==> src/rtl/muldiv_share_arbiter.sv <==
// muldiv_share_arbiter: round-robin sharing of one multiplier and one divider between two ALU lanes
// Ports: clk/rst (sync, active-high); flush kills the in-flight request;
//   req_* per-lane requests (lane i at slice i); grant one-hot accept pulse; stall per-lane scoreboard stall;
//   mul_start/div_start one-cycle unit starts; unit_* latched operands;
//   mul_/div_finish+result unit completions; resp_valid/resp_data/resp_rd result returned to a lane.
module muldiv_share_arbiter #(
  parameter int XLEN = 64,
  parameter int OPW  = 8,
  parameter int RAW  = 5
) (
  input  logic              clk,
  input  logic              rst,
  input  logic              flush,
  input  logic [1:0]        req_valid,
  input  logic [1:0]        req_is_div,
  input  logic [2*OPW-1:0]  req_opcode,
  input  logic [2*XLEN-1:0] req_op1,
  input  logic [2*XLEN-1:0] req_op2,
  input  logic [2*RAW-1:0]  req_rd,
  output logic [1:0]        grant,
  output logic [1:0]        stall,
  output logic              mul_start,
  output logic              div_start,
  output logic [OPW-1:0]    unit_opcode,
  output logic [XLEN-1:0]   unit_op1,
  output logic [XLEN-1:0]   unit_op2,
  input  logic              mul_finish,
  input  logic [XLEN-1:0]   mul_result,
  input  logic              div_finish,
  input  logic [XLEN-1:0]   div_result,
  output logic [1:0]        resp_valid,
  output logic [XLEN-1:0]   resp_data,
  output logic [RAW-1:0]    resp_rd
);
  typedef enum logic [1:0] {IDLE, ISSUE, WAIT, RESP} state_t;
  state_t r_state, w_next;
  logic r_rr, r_killed, r_is_div, r_lane;
  logic [1:0] r_served, w_elig;
  logic [OPW-1:0] r_opcode;
  logic [XLEN-1:0] r_op1, r_op2, r_resp_data, w_fin_data;
  logic [RAW-1:0] r_rd, r_resp_rd;
  logic w_win, w_go, w_fin, w_kill;
  // a lane that was answered stays ineligible until it drops req_valid
  assign w_elig = req_valid & ~r_served;
  assign w_win = &w_elig ? r_rr : w_elig[1];
  assign w_go = (r_state == IDLE) && |w_elig && !flush;
  // only the unit that was started may complete the operation
  assign w_fin = r_is_div ? div_finish : mul_finish;
  assign w_fin_data = r_is_div ? div_result : mul_result;
  // a flush coinciding with the finish also discards the result
  assign w_kill = r_killed || flush;
  assign stall = req_valid & ~r_served & ~resp_valid;
  assign unit_opcode = r_opcode;
  assign unit_op1 = r_op1;
  assign unit_op2 = r_op2;
  assign resp_data = r_resp_data;
  assign resp_rd = r_resp_rd;
  always_comb begin
    w_next = r_state;
    grant = 2'b00;
    mul_start = 1'b0;
    div_start = 1'b0;
    resp_valid = 2'b00;
    case (r_state)
      IDLE: begin
        w_next = w_go ? ISSUE : IDLE;
        grant = w_go ? (w_win ? 2'b10 : 2'b01) : 2'b00;
      end
      ISSUE: begin
        w_next = WAIT;
        mul_start = !r_is_div;
        div_start = r_is_div;
      end
      WAIT: w_next = !w_fin ? WAIT : w_kill ? IDLE : RESP;
      RESP: begin
        w_next = IDLE;
        resp_valid = flush ? 2'b00 : (r_lane ? 2'b10 : 2'b01);
      end
      default: w_next = IDLE;
    endcase
  end
  always_ff @(posedge clk) begin
    if (rst) begin
      r_state <= IDLE;
      r_rr <= 1'b0;
      r_served <= 2'b00;
      r_killed <= 1'b0;
      r_is_div <= 1'b0;
      r_lane <= 1'b0;
      r_opcode <= '0;
      r_op1 <= '0;
      r_op2 <= '0;
      r_rd <= '0;
      r_resp_data <= '0;
      r_resp_rd <= '0;
    end else begin
      r_state <= w_next;
      r_killed <= (w_next == IDLE) ? 1'b0 : ((r_state == ISSUE || r_state == WAIT) && flush) ? 1'b1 : r_killed;
      r_served <= req_valid & (r_served | ((r_state == RESP) ? (r_lane ? 2'b10 : 2'b01) : 2'b00));
      if (r_state == RESP) r_rr <= ~r_lane;
      if (w_go) begin
        r_lane <= w_win;
        r_is_div <= req_is_div[w_win];
        r_opcode <= w_win ? req_opcode[2*OPW-1:OPW] : req_opcode[OPW-1:0];
        r_op1 <= w_win ? req_op1[2*XLEN-1:XLEN] : req_op1[XLEN-1:0];
        r_op2 <= w_win ? req_op2[2*XLEN-1:XLEN] : req_op2[XLEN-1:0];
        r_rd <= w_win ? req_rd[2*RAW-1:RAW] : req_rd[RAW-1:0];
      end
      if (r_state == WAIT && w_next == RESP) begin
        r_resp_data <= w_fin_data;
        r_resp_rd <= r_rd;
      end
    end
  end
endmodule

==> config.mk <==
export PLATFORM = sky130hd
export DESIGN_NAME = muldiv_share_arbiter
export DESIGN_NICKNAME = d
export VERILOG_FILES = /design/src/rtl/muldiv_share_arbiter.sv
export SDC_FILE = /design/constraint.sdc
export NUM_CORES = 1
export LEC_CHECK = 0
export ABC_AREA = 1
export BUFFER_PORTS_ARGS = -buffer_cell sky130_fd_sc_hd__buf_4
export CAP_MARGIN = 10
export CELL_PAD_IN_SITES_DETAIL_PLACEMENT = 1
export CELL_PAD_IN_SITES_GLOBAL_PLACEMENT = 1
export CORE_AREA = 2 2 248 250
export DETAILED_ROUTE_END_ITERATION = 6
export DIE_AREA = 0 0 250 252
export PLACE_DENSITY_LB_ADDON = 0.1
export REMOVE_ABC_BUFFERS = 1
export SLEW_MARGIN = 20
export SYNTH_ARGS = -nofsm -noshare
export SYNTH_HDL_FRONTEND = slang
export SYNTH_SLANG_ARGS = --single-unit
export TNS_END_PERCENT = 1
==> constraint.sdc <==
create_clock -name clk -period 2.2 [get_ports clk]
set_clock_uncertainty 0.05 [all_clocks]
set_input_delay 0.22 -clock clk [delete_from_list [all_inputs] [get_ports clk]]
set_output_delay 0.22 -clock clk [all_outputs]
set_load 0.05 [all_outputs]
* Word-level counts from Yosys, hierarchy flattened
Cells that the tools add are included.
** Operators by class
- Add/sub/neg operators :: 0
- $mul :: 0
- Divide/modulo/power cells :: 0
- Order comparisons :: 1
- Equal/unequal tests :: 4
- Shift-type cells :: 0
- Multiplexer cells :: 22
- Bitwise gates (word level) :: 7
- Reduce and logical (&&, ||, !) cells :: 13
** Operators by type and width (number)
- 2-to-1 mux 64 bit :: 3
- 2-to-1 mux 2 bit :: 9
- 2-to-1 mux 8 bit :: 1
- case mux 2 bit (4 select lines) :: 1
- 2-to-1 mux 1 bit :: 7
- bitwise AND 2 bit :: 3
- == test 2 bit (second input constant) :: 3
- 2-to-1 mux 5 bit :: 1
- logical AND 1 bit :: 4
- zero test 2 bit :: 2
- NOT 2 bit :: 2
- OR reduction 2 bit :: 2
- == test 2 x 1 -> 1 bit (second input constant) :: 1
- zero test 1 bit :: 2
- logical OR 1 bit :: 2
- < comparator 1 x 2 -> 1 bit (second input constant) :: 1
- OR 2 bit :: 1
- AND reduction 2 bit :: 1
- NOT 1 bit :: 1
** Word-level totals
- Register bits :: 218
- Bits in latches :: 0
- Bits in writable memories :: 0
- Bits in read-only memories :: 0
- Output and inout bits :: 213
- Logic and storage cells :: 59
- Memories :: 0

* Logic depth before layout (Yosys ltp)
- Depth after elaboration :: 9
- Depth in mapped cells :: 10

* Worst setup path before layout
OpenSTA, ideal clock, no wires.
- Kind :: register to output
- Start point :: register r_state[0]
- End point :: output stall[1]
- Arrival :: 1.726 ns
- Slack :: 0.204 ns
- Cell stages (with the launch flop) :: 5
- Path buffers :: 0
- Cell sequence :: dfxtp_1 -> ha_1 -> nand2_1 -> nor2_1 -> nor2_1
** Between the ends
- Longest elaborated chain between the ends :: 4
** Ends and longest elaborated chain
- start: declaration :: line 36 : state_t r_state, w_next;
- start signal: assignment :: line 97 : r_state <= w_next;
- == test 2 bit :: line 64 : case (r_state)
- 2-to-1 mux 2 bit :: line 64
- named net resp_valid[1] :: line 31 : output logic [1:0] resp_valid,
- NOT 2 bit :: line 52 : assign stall = req_valid & ~r_served & ~resp_valid;
- bitwise AND 2 bit :: line 52
- end: declaration :: line 21 : output logic [1:0] stall,
The timed path passes the listed nets, and every way through them passes these cells.

* Final worst setup path
- Start point :: register r_state[0]
- End point :: output grant[0]
** Between the ends
- Longest elaborated chain between the ends :: 5
** Ends and longest elaborated chain
- zero test 2 bit (*) :: line 46, 64
- logical AND 1 bit (2 in series) :: line 46 : assign w_go = (r_state == IDLE) && |w_elig && !flush;
- 2-to-1 mux 2 bit :: line 67 : grant = w_go ? (w_win ? 2'b10 : 2'b01) : 2'b00;
- 2-to-1 mux 2 bit (*) :: line 64
- end: declaration :: line 20 : output logic [1:0] grant,
Mark *: on every way between the ends. The rest lies on a longest branch, timed or not.

==> results.tsv <==
stage	metric	value	unit
power	power_density	589	nW/µm²
floorplanning	fp.dieH	252	µm
sta	rsz0062_at_grt	true	
run_status	status	completed	
sta	max_freq	0.472	GHz
detailed_routing	drc	0	
floorplanning	die_w	250	µm
power	power.leakage	10.0	nW
worst_setup_path	critPathSlowestCell	dfxtp_1	
floorplanning	ios	632	
cells_and_area	nets	3038	
detailed_routing	ant_nets	0	
worst_setup_path	start_kind	register	
sta	period_needed	2.12	ns
global_routing	grt.overflow.total	0	
logic_synthesis	syn_area_per_cell	6.29	µm²
clock_network	clk-insertion-delay-late	0.56	ns
worst_hold_path	holdCritPathClass	in -> reg	
sta	slew_headroom	0.487	
logic_synthesis	synth.distinct_cells	18	
logic_synthesis	netlist_area	10500	µm²
logic_synthesis	syn_inst	1662	
detailed_routing	drt_first_pass_iters	4	
worst_setup_path	worstPathArrival	1.85	ns
detailed_routing	wl_per_cell	17.9	µm
cells_and_area	stdcell_area	21000	µm²
global_routing	grt_use_total	0.188	
placement	finalWeightedCongestion	0.780	
worst_setup_path	slowest_delay	0.33	ns
logic_synthesis	synth_seq_area_share	0.417	
sta	min_period_over_period	0.962	
logic_synthesis	synth_edf_count	0	
cells_and_area	syn2layout_area_growth	101	%
logic_synthesis	synth_top_area_frac	0.417	
cells_and_area	fin_util	0.349	
worst_setup_path	end_kind	output port	
sta	drv_slew	0	
worst_setup_path	crit_path_cell_trace	inv_2, ha_1, inv_1, nor2_4, nand2_4, buf_16, nor2_4, buf_6	
worst_setup_path	crit_required	1.93	ns
logic_synthesis	yosys_warnings	0	
clock_network	clock_path_buffers	3	
sta	max_slew.worst_pin.slew	0.769	ns
sta	finalHoldViolCount	0	
logic_synthesis	async_reset_ff_frac	0	
logic_synthesis	ys_ff_latch	218	
detailed_routing	num_vias	14400	
global_routing	grt_pass1_vias	15500	
clock_network	cts_sinks	218	
detailed_routing	wl	61300	µm
sta	holdWs	0.0238	ns
logic_synthesis	synth_ff_type	dfxtp_1	
worst_setup_path	crit_buf_inv	4	
worst_setup_path	path_common_cell	nor2_4	
cells_and_area	nFillCells	7348	
detailed_routing	vias_per_cell	4.20	
floorplanning	rows	90	
worst_setup_path	crit_type	reg -> out	
floorplanning	initial_core_util	0.174	
global_routing	grt_pass1_wl	92400	µm
power	p_total	0.0124	W
logic_synthesis	yosys-top-cells-area	dfxtp_1, nand2_1, a21oi_1	
clock_network	cts_tree	yes	
clock_network	cts_root_buf	clkbuf_16	
global_routing	grt_max_degree	75	
worst_setup_path	cp_top_family	buffers and inverters	
logic_synthesis	synth.most_common_cell	nand2_1	
cells_and_area	drive_gt1_frac	0.280	
floorplanning	die-area	63000	µm²
sta	setup_viol	0	
logic_synthesis	yosysTopAreaCell	dfxtp_1	
clock_network	cts-buffers-inserted	29	
clock_network	clkTransAtPathRegs	0.06	ns
placement	placed_area	16100	µm²
logic_synthesis	synth_commonest_cells	nand2_1, dfxtp_1, a21oi_1, nor2_1, nand3_1	
floorplanning	core	60100	µm²
global_routing	antenna_found_initial	8	
job	cap_violations	0	
detailed_routing	drt_iter0_drc	502	
clock_network	htree_num_levels	1	
placement	dp_hpwl	43300	µm
placement	numPortBuffers	631	
power	vdd_drop_max	0.000571	V
worst_setup_path	worst-path-max-fanout	13	
==> flip-flops by register name, summed over array words and instances (netlist names) <==
name         flops
unit_op2        64
r_rr             1
resp_data       64
r_lane           1
r_killed         1
unit_op1        64
r_state          2
unit_opcode      8
r_rd             5
r_served         2
r_is_div         1
resp_rd          5
==> area by class of cell <==
cell class,count,area [µm²],share of cell area
multi-input cells,1297,5430,0.259
diodes,9,22.5,0.00107
flip-flops and latches,218,4370,0.208
repair buffers,1049,9170,0.437
well taps,782,978,0.0466
clock buffers,47,903,0.0430
clock inverters,4,45.0,0.00214
inverters,19,78.8,0.00375
==> power breakdown <==
group / internal, W / total [W] / leakage, nW / switching, W
clock network: 0.00288 / 0.00475 / 0.471 / 0.00187
logic: 0.00159 / 0.00339 / 7.79 / 0.00180
registers: 0.00412 / 0.00422 / 1.78 / 0.000101
total: 0.00859 / 0.0124 / 10.0 / 0.00377
==> what timing repair did <==
action                                 4_1_cts  5_1_grt
gates resized for setup                     11        5
gates cloned                                 3        0
pin swaps                                    2        0
buffers inserted                             3        0
hold buffers                               375        0
setup endpoints to repair                    2       32
endpoints found under the hold margin      201        0
==> path summary, 6_finish.rpt <==
check / to / from / slack, ns / cells after the start
max: grant[0] / r_state[0] / 0.08 / 8
min: unit_opcode[5] / req_opcode[13] / 0.02 / 5
max reg2reg: unit_op2[36] / r_rr / 0.10 / 10
min reg2reg: unit_op1[58] / unit_op1[58] / 0.41 / 2
==> kinds of logic after synthesis <==
kind of cell             after synthesis  synth area share
AND/OR/NAND/NOR                     1074             0.405
AO/OA/AOI/OAI                        218             0.104
flip-flops                           218             0.417
buffers and inverters                147            0.0676
adder cells (fa/ha/maj)                5           0.00598
==> layout by cell type (no fill, tap or decap), drive strengths merged <==
| cell | netlist | layout |
|---|---|---|
| dfxtp | 218 | 218 |
| nand2 | 779 | 779 |
| inv | 19 | 19 |
| nor2 | 147 | 147 |
| clkinv | 0 | 3 |
| dlygate4sd3 | 0 | 375 |
| nand3 | 147 | 147 |
| buf | 76 | 671 |
| o21ai | 70 | 70 |
| ha | 5 | 5 |
| bufinv | 0 | 1 |
| clkbuf | 52 | 47 |
| bufbuf | 0 | 3 |
| a21oi | 148 | 148 |
| diode | 0 | 9 |
| or2 | 1 | 1 |
==> stage by stage <==
| step | setup slack, ns | setup TNS [ns] | cells |
|---|---|---|---|
| after floorplan | -2.55 | -406.84 | 1534 |
| after global placement | 0.346 | 0 | 2984 |
| after detailed placement | 0.294 | 0 | 2984 |
| after CTS | -0.00871 | -0.00871 | 3416 |
| after global routing | -0.0707 | -0.112 | 3424 |
| final | 0.0835 | 0 | 3425 |
==> worst register-to-register path, stage by stage (launching register included) <==
cell,delay (ns)
dfxtp_1,0.31
inv_1,0.09
nand3_4,0.15
nand2_8,0.13
buf_4,0.19
buf_16,0.24
nand2_1,0.11
nand2_1,0.07
dlygate4sd3_1,0.56
nand2_1,0.05
a21oi_1,0.10
==> per-layer routing <==
metal  vias to the layer above  wire [µm]  GRT usage
li1                       7167          -          -
met1                      6697      24100      0.209
met2                       435      30800      0.345
met3                        73       4630     0.0579
met4                         2       1700     0.0513
met5                         -         13          0
No activity file was read; power rests on OpenSTA's default activity.
